`src/rtl/calc_pkg.sv`:
```
// Shared key codes, FSM state encoding and default operand size for the
// calculator entry controller.
package calc_pkg;

    localparam int unsigned DIGITS_DEF = 6;

    localparam logic [3:0] KEY_ADD = 4'hA;
    localparam logic [3:0] KEY_SUB = 4'hB;
    localparam logic [3:0] KEY_MUL = 4'hC;
    localparam logic [3:0] KEY_DIV = 4'hD;
    localparam logic [3:0] KEY_EQ  = 4'hE;
    localparam logic [3:0] KEY_CLR = 4'hF;

    typedef enum logic [2:0] {
        ENT_A  = 3'd0,
        OP     = 3'd1,
        ENT_B  = 3'd2,
        WAIT   = 3'd3,
        RESULT = 3'd4,
        ERR    = 3'd5
    } state_t;

    function automatic logic is_digit(input logic [3:0] k);
        return k <= 4'd9;
    endfunction

    function automatic logic is_op(input logic [3:0] k);
        return (k >= KEY_ADD) && (k <= KEY_DIV);
    endfunction

endpackage

```
`src/rtl/bcd_entry_reg.sv`:
```
// One BCD operand register with digit counter: shift-in append with
// leading-zero suppression and saturation, plus clear and parallel load.
module bcd_entry_reg
    import calc_pkg::*;
#(
    parameter int unsigned DIGITS = DIGITS_DEF,
    parameter int unsigned DW     = 4*DIGITS,
    parameter int unsigned CW     = $clog2(DIGITS+1)
) (
    input  logic          CLK_1K,
    input  logic          RST,
    input  logic          clr,
    input  logic          load,
    input  logic          append,
    input  logic [3:0]    digit,
    input  logic [DW-1:0] load_val,
    input  logic [CW-1:0] load_cnt,
    output logic [DW-1:0] value,
    output logic [CW-1:0] cnt
);

    localparam logic [CW-1:0] MAX_CNT = CW'(DIGITS);

    logic do_shift;
    assign do_shift = append && (cnt < MAX_CNT) && !((digit == 4'd0) && (cnt == '0));

    always_ff @(posedge CLK_1K or posedge RST) begin
        if (RST) begin
            value <= '0;
            cnt   <= '0;
        end else if (clr) begin
            value <= '0;
            cnt   <= '0;
        end else if (load) begin
            value <= load_val;
            cnt   <= load_cnt;
        end else if (do_shift) begin
            value <= {value[DW-5:0], digit};
            cnt   <= cnt + 1'b1;
        end
    end

endmodule

```
`src/rtl/calc_entry_fsm.sv`:
```
// Calculator key-entry controller: collects two BCD operands and an operator,
// hands them to an external ALU and sequences result/chaining/error handling.
module calc_entry_fsm
    import calc_pkg::*;
#(
    parameter int unsigned DIGITS = DIGITS_DEF,
    parameter int unsigned DW     = 4*DIGITS
) (
    input  logic                         CLK_1K,
    input  logic                         RST,
    input  logic                         key_valid,
    input  logic [3:0]                   key_value,
    input  logic                         alu_done,
    input  logic                         alu_err,
    input  logic [DW-1:0]                alu_result,
    output logic [DW-1:0]                num_a,
    output logic [DW-1:0]                num_b,
    output logic [3:0]                   opcode,
    output logic                         alu_start,
    output logic [DW-1:0]                disp_num,
    output logic [$clog2(DIGITS+1)-1:0]  cnt_a,
    output logic [$clog2(DIGITS+1)-1:0]  cnt_b,
    output logic [2:0]                   state,
    output logic                         err
);

    localparam int unsigned CW = $clog2(DIGITS+1);

    state_t        st;
    logic [3:0]    pend;
    logic          k_digit, k_op, k_eq, k_clr;
    logic          done_ok, done_bad;
    logic          a_load, a_append, b_clr, b_load, b_append;
    logic [DW-1:0] key_ext, a_load_val;
    logic [CW-1:0] key_cnt, a_load_cnt;

    assign k_digit = key_valid && is_digit(key_value);
    assign k_op    = key_valid && is_op(key_value);
    assign k_eq    = key_valid && (key_value == KEY_EQ);
    assign k_clr   = key_valid && (key_value == KEY_CLR);

    // alu_start doubles as the "first cycle in WAIT" flag, masking alu_done there
    assign done_ok  = (st == WAIT) && !alu_start && !k_clr && alu_done && !alu_err;
    assign done_bad = (st == WAIT) && !alu_start && !k_clr && alu_done &&  alu_err;

    assign key_ext = {{(DW-4){1'b0}}, key_value};
    assign key_cnt = {{(CW-1){1'b0}}, (key_value != 4'd0)};

    always_comb begin
        a_load     = done_ok || ((st == RESULT) && k_digit);
        a_load_val = done_ok ? alu_result : key_ext;
        a_load_cnt = done_ok ? CW'(DIGITS) : key_cnt;
        a_append   = (st == ENT_A) && k_digit;
        b_clr      = k_clr || done_ok;
        // first B digit from OP is a load so num_b starts fresh
        b_load     = (st == OP) && k_digit;
        b_append   = (st == ENT_B) && k_digit;
    end

    bcd_entry_reg #(.DIGITS(DIGITS), .DW(DW), .CW(CW)) u_reg_a (
        .CLK_1K   (CLK_1K),
        .RST      (RST),
        .clr      (k_clr),
        .load     (a_load),
        .append   (a_append),
        .digit    (key_value),
        .load_val (a_load_val),
        .load_cnt (a_load_cnt),
        .value    (num_a),
        .cnt      (cnt_a)
    );

    bcd_entry_reg #(.DIGITS(DIGITS), .DW(DW), .CW(CW)) u_reg_b (
        .CLK_1K   (CLK_1K),
        .RST      (RST),
        .clr      (b_clr),
        .load     (b_load),
        .append   (b_append),
        .digit    (key_value),
        .load_val (key_ext),
        .load_cnt (key_cnt),
        .value    (num_b),
        .cnt      (cnt_b)
    );

    always_ff @(posedge CLK_1K or posedge RST) begin
        if (RST) begin
            st        <= ENT_A;
            opcode    <= '0;
            pend      <= '0;
            alu_start <= 1'b0;
            err       <= 1'b0;
        end else begin
            alu_start <= 1'b0;
            if (k_clr) begin
                st     <= ENT_A;
                opcode <= '0;
                pend   <= '0;
                err    <= 1'b0;
            end else begin
                case (st)
                    ENT_A: begin
                        if (k_op) begin
                            opcode <= key_value;
                            st     <= OP;
                        end
                    end
                    OP: begin
                        if (k_op) begin
                            opcode <= key_value;
                        end else if (k_digit) begin
                            st <= ENT_B;
                        end
                    end
                    ENT_B: begin
                        if (k_eq || k_op) begin
                            pend      <= k_op ? key_value : 4'd0;
                            st        <= WAIT;
                            alu_start <= 1'b1;
                        end
                    end
                    WAIT: begin
                        if (done_bad) begin
                            st  <= ERR;
                            err <= 1'b1;
                        end else if (done_ok) begin
                            opcode <= pend;
                            st     <= (pend != 4'd0) ? OP : RESULT;
                        end
                    end
                    RESULT: begin
                        if (k_digit) begin
                            st <= ENT_A;
                        end else if (k_op) begin
                            opcode <= key_value;
                            st     <= OP;
                        end
                    end
                    ERR:     ;
                    default: st <= ENT_A;
                endcase
            end
        end
    end

    assign state    = st;
    assign disp_num = (st == ENT_B) ? num_b : num_a;

endmodule
```
`config.mk`:
```
export PLATFORM = sky130hd
export DESIGN_NAME = calc_entry_fsm
export DESIGN_NICKNAME = d
export VERILOG_FILES = /design/src/rtl/calc_pkg.sv /design/src/rtl/bcd_entry_reg.sv /design/src/rtl/calc_entry_fsm.sv
export SDC_FILE = /design/constraint.sdc
export NUM_CORES = 1
export LEC_CHECK = 0
export BUFFER_PORTS_ARGS = -buffer_cell sky130_fd_sc_hd__buf_4
export CORE_AREA = 2 2 91 93
export CTS_CLUSTER_SIZE = 8
export DETAILED_ROUTE_END_ITERATION = 10
export DIE_AREA = 0 0 93 95
export PLACE_DENSITY = 0.85
export SYNTH_ARGS = -nofsm -noshare
export SYNTH_HDL_FRONTEND = slang
export SYNTH_SLANG_ARGS = --single-unit
export TNS_END_PERCENT = 5
```
`constraint.sdc`:
```
create_clock -name CLK_1K -period 2.5 [get_ports CLK_1K]
set_clock_uncertainty 0.1 [all_clocks]
set_input_delay 0.5 -clock CLK_1K [delete_from_list [all_inputs] [get_ports CLK_1K]]
set_output_delay 0.5 -clock CLK_1K [all_outputs]
set_load 0.05 [all_outputs]
```
**After elaboration in Yosys (flattened, before gate mapping)**

Cells that the tools add are included.

- Reductions and logical operators: 46
- Muxes and demuxes: 41
- Equal/unequal tests: 15
- $add $sub $neg: 2
- $lt $le $gt $ge: 5

Operators with widths:

| operator | count |
|---|---|
| 2-to-1 mux 24 bit | 8 |
| 2-to-1 mux 3 bit | 16 |
| 2-to-1 mux 4 bit | 9 |
| logical AND 1 bit | 20 |
| case mux 3 bit (6 select lines) | 1 |
| != test 3 bit (second input constant) | 5 |
| case mux 4 bit (3 select lines) | 1 |
| nonzero test 4 bit | 3 |
| zero test 3 bit | 3 |
| equality test 4 bit (second input constant) | 2 |
| less-or-equal comparator 4 bit (second input constant) | 2 |
| nonzero test 2 bit | 4 |
| adder 3 x 1 -> 3 bit (second input constant) | 2 |
| equality test 3 x 2 -> 1 bit (second input constant) | 2 |
| equality test 3 bit (second input constant) | 2 |
| less-than comparator 3 bit (second input constant) | 2 |
| 2-to-1 mux 1 bit | 6 |
| nonzero test 3 bit | 2 |
| zero test 1 bit | 5 |
| AND reduction 5 bit | 1 |
| greater-or-equal comparator 4 bit (second input constant) | 1 |
| zero test 4 bit | 1 |
| != test 4 bit (second input constant) | 1 |
| AND reduction 2 bit | 2 |
| 6 further kinds | 8 |

- Bits of input ports: 33
- Register bits after elaboration: 67
- Output and inout port bits: 87
- Logic and storage cells: 118

**Logic depth before layout (Yosys ltp)**

- Word-level depth: 10
- Gate-level depth with buffers: 10

**Modules after synthesis**

A second synthesis with hierarchy kept.

- Cells, all modules: 456
- Area, all modules: 4,443.0 um2

By module, submodules not included:

| module | area an instance (um2) | times used | cells each |
|---|---|---|---|
| bcd_entry_reg | 1,519.0 | 2 | 144 |
| calc_entry_fsm | 1,405.1 | 1 | 168 |

**Worst setup path before layout**

OpenSTA, ideal clock, no wires.

- Kind: register to output
- From: register st[2], in the netlist state[2]
- To: output disp_num[14]
- Data required time: 1,900 ps
- Slack: -269 ps
- Cell stages (with the launch flop): 7
- Arrival: 2,169 ps
- Cells stage by stage: dfrtp_1 -> clkbuf_1 -> or3_1 -> clkbuf_1 -> buf_1 -> nand2_1 -> nand2_1

- Longest elaborated chain between the ends: 2

RTL lines:

| element | RTL line | RTL |
|---|---|---|
| start: declaration | calc_entry_fsm.sv:29 | `state_t st;` |
| start signal: assignment | calc_entry_fsm.sv:128 | `st <= (pend != 4'd0) ? OP : RESULT;` |
| equality test 3 x 2 -> 1 bit | calc_entry_fsm.sv:147 | `assign disp_num = (st == ENT_B) ? num_b : num_a;` |
| 2-to-1 mux 24 bit | calc_entry_fsm.sv:147 |  |
| end: declaration | calc_entry_fsm.sv:20 | `output logic [DW-1:0] disp_num,` |

Every way passes these cells.

**Worst setup path in the final report**

- From: register st[0], in the netlist state[0]
- To: output disp_num[10]

The elaborated chain is that of the path after synthesis.

==> out/qor.txt <==
Synthesized Nets = 490
CP max stage delay = 0.47 ns
Cell area after synthesis = 3790 um^2
Static Leak = 2.50 nW
WL met1 = 4.59 mm
Seq cells post-synth = 67
Pre-antenna DRT Iters = 5
Internal Power = 3.48 mW
Clock sink count = 67
Number of diodes = 0
Final setup viols = 0
Num ports = 120
Leading area contributor after synthesis = dfrtp_1
Seq/Total Area, Yosys = 0.443
Final critical-path required period = 2.41 ns
Crit. End Element = output pin
Switching part of the total = 0.570
Peak VDD IR = 0.802 mV
WS Path Type = reg2out
Pwr Density = 1600 nW/um^2
DR WL met2 = 5.47 mm
Slowest cell on the critical path = dfrtp_2
Post-route DRC = 0
Synth-to-Final Area Change = 33.1%
Status = finished, final reports clean
Grt total ovfl = 0
Routed via count = 3,820
Clk slew on worst S/H paths = 0.08 ns
Max-cap viol count = 0
Clock Power Share = 0.105
R2R depth = 7
Layout cell share with drive strength beyond 1 = 0.362
Post-synthesis area per instance = 8.36 um^2
Crit-path max FO = 30
Vias in the first global route = 3,580
Synth top area cells = dfrtp_1 (44%), nand2_1 (16%), a22oi_2 (6.6%), o21ai_0 (6.2%), mux2i_1 (3.4%)
Core area = 7930 um^2
Die height = 95 um
Die area = 8840 um^2
Critical Path AT = 1.81 ns
Routed Antenna Nets = 0
Initial antenna violation count = 0
GP Congestion = 0.917
Final Max Tran Viols = 0
# port buffers = 119
Tcrit/Tclk final = 0.962
Crit start category = flop
Synth cell types = 54
Routed WL = 11.3 mm
Pin count of the biggest net entering global routing = 68
Initial DRC count = 309
Sequential Power Share = 0.249
DR top layer = met4
Clk buf depth = 2
Area share of the leading cell type in the synthesized netlist = 0.443
Cts hold-fix bufs = 0
Final Power = 8.08 mW
Clk_lat worst skew = 0.34 ns
FF-to-FF setup slack = 0.20 ns
First-pass GRT wire length = 17.9 mm
Gate power share = 0.646
WL met3 = 925 um
Clock root buffer master = clkbuf_8
Post-layout net count = 606
Placed Cells = 659
Vias per cell = 5.63
RSZ-0062 raised after global routing = false
Hold Crit Class = in2async
Detail Placement HPWL = 8.14 mm
Initial core utilization = 0.478
FP Rows = 33
H-tree levels = 3
Fillers = 687
CTS tree = yes
Yosys warning total = 0
CTS Buf Count = 9
GRT Resource Usage Total = 0.260
Final Hold Vio Count = 0
Wire per inst = 16.6 um
Worst slew pin tran = 0.791 ns
Reg-to-Reg Start = state[0]
Net switching power = 4.61 mW
Die width = 93 um
Non-filler instance count after layout = 679
CP Cell Sequence = or3_1, buf_6, nand2_1, nand2_2, buf_4
Cells after synthesis = 453
F_max = 416 MHz
Worst reg2reg path endpoint = u_reg_b.value[22]
CP Data Required Time = 1.90 ns
Worst slew margin = 0.473
final cells by class:
type	instances	area, um^2	area share
Sequential cell	67	1680	0.333
Timing Repair Buffer	137	1040	0.207
Tap cell	105	131	0.0261
Clock inverter	7	60.1	0.0119
Inverter	9	33.8	0.00670
Multi-Input combinational cell	345	1970	0.390
Clock buffer	9	124	0.0246
logic make-up (layout without fill, tap and decap cells):
logic type,Yosys count,after routing,share of synthesized area
XOR/XNOR,3,3,0.00694
multiplexers,17,17,0.0462
AND/OR/NAND/NOR,223,223,0.252
AO/OA/AOI/OAI,98,98,0.188
adder cells (fa/ha/maj),4,4,0.0132
flip-flops,67,67,0.443
buffers and inverters,41,162,0.0515
per-stage QoR:
step / setup TNS, ns / util / worst slack, ns / hold WS (ns) / cell area [um^2]
final: 0 / 0.636 / 0.0948 / 0.127 / 5040
after global routing: 0 / 0.636 / 0.00442 / 0.161 / 5040
after CTS: 0 / 0.633 / 0.0166 / 0.131 / 5010
after detailed placement: 0 / 0.608 / 0.114 / 0.404 / 4820
after global placement: 0 / 0.608 / 0.157 / 0.398 / 4820
after floorplan: -0.0898 / - / -0.00522 / 0.386 / 3840
how the worst max path moves through the flow:
stage	from	end	slack, ns	cells past startpoint
final	state[0]	disp_num[10]	0.09	5
after global routing	state[0]	u_reg_b.cnt[1]	0.004	7
after CTS	state[0]	disp_num[4]	0.02	5
after detailed placement	key_value[1]	u_reg_a.value[13]	0.11	7
after global placement	key_value[2]	opcode[0]	0.16	6
after floorplan	state[2]	disp_num[14]	-0.005	6
layer usage:
layer,global-route usage,up-vias
met3,0.0519,21
met2,0.433,198
met5,0,-
met1,0.339,1833
met4,0.0931,0
li1,-,1768
cells in the mapped netlist (all sizes together):
master  number
nor2        22
or2          1
nor4         1
xnor2        1
xor2         2
or3          3
o221ai       1
a21boi       1
o22ai        2
mux2         4
a221oi       1
nand3b       2
nand3        5
nand4b       1
a22oi       20
nor3b        2
and3         2
inv          9
o311ai       1
a211oi       1
nand2      163
o211ai       3
a21oi        6
dfrtp       67
nand2b       4
ha           4
nor3         3
nor2b        2
o32ai        1
o22a         1
nand4        8
a31oi        3
mux2i       13
and2         3
o21bai       1
a22o         1
o21ai       50
or4          1
a211o        1
o21a         2
a41oi        1
buf         13
a21o         1
clkbuf      19
placed cells by master (no fill, tap or decap), types with 5 or more instances in the layout:
cell / n
nand4_1: 8
buf_4: 135
mux2i_1: 13
nand3_1: 5
inv_1: 8
a21oi_1: 6
dfrtp_1: 64
o21ai_0: 47
nand2_2: 20
a22oi_2: 20
clkbuf_8: 9
nand2_1: 143
nor2_1: 21
registers in the layout (all words and copies together) (netlist names):
register       cells
u_reg_b.value     24
state              3
alu_start          1
u_reg_a.value     24
err                1
u_reg_b.cnt        3
u_reg_a.cnt        3
opcode             4
pend               4
worst max-delay path, delay by kind of cell, from the launching register on:
family / cells / cell delay (ns)
and+or+nand+nor: 3 / 0.61
DFF: 1 / 0.47
buffers and inverters: 2 / 0.37
repair_timing:
item                                    4_1_cts  5_1_grt
setup buffers                                 1        3
pin swaps                                     0        0
gates resized for setup                       1        1
endpoints found under the setup margin       15       13
power by group through the flow:
stage	combinational, mW	clock (mW)	sequential [mW]
finish	5.22	0.851	2.01
global route	5.50	0.917	2.06
CTS	5.20	0.868	2.01
detailed placement	5.16	0	2.03
global placement	5.07	0	2.03
floorplan	2.38	0	3.24
Note: power is estimated with default switching activity, not from simulation.
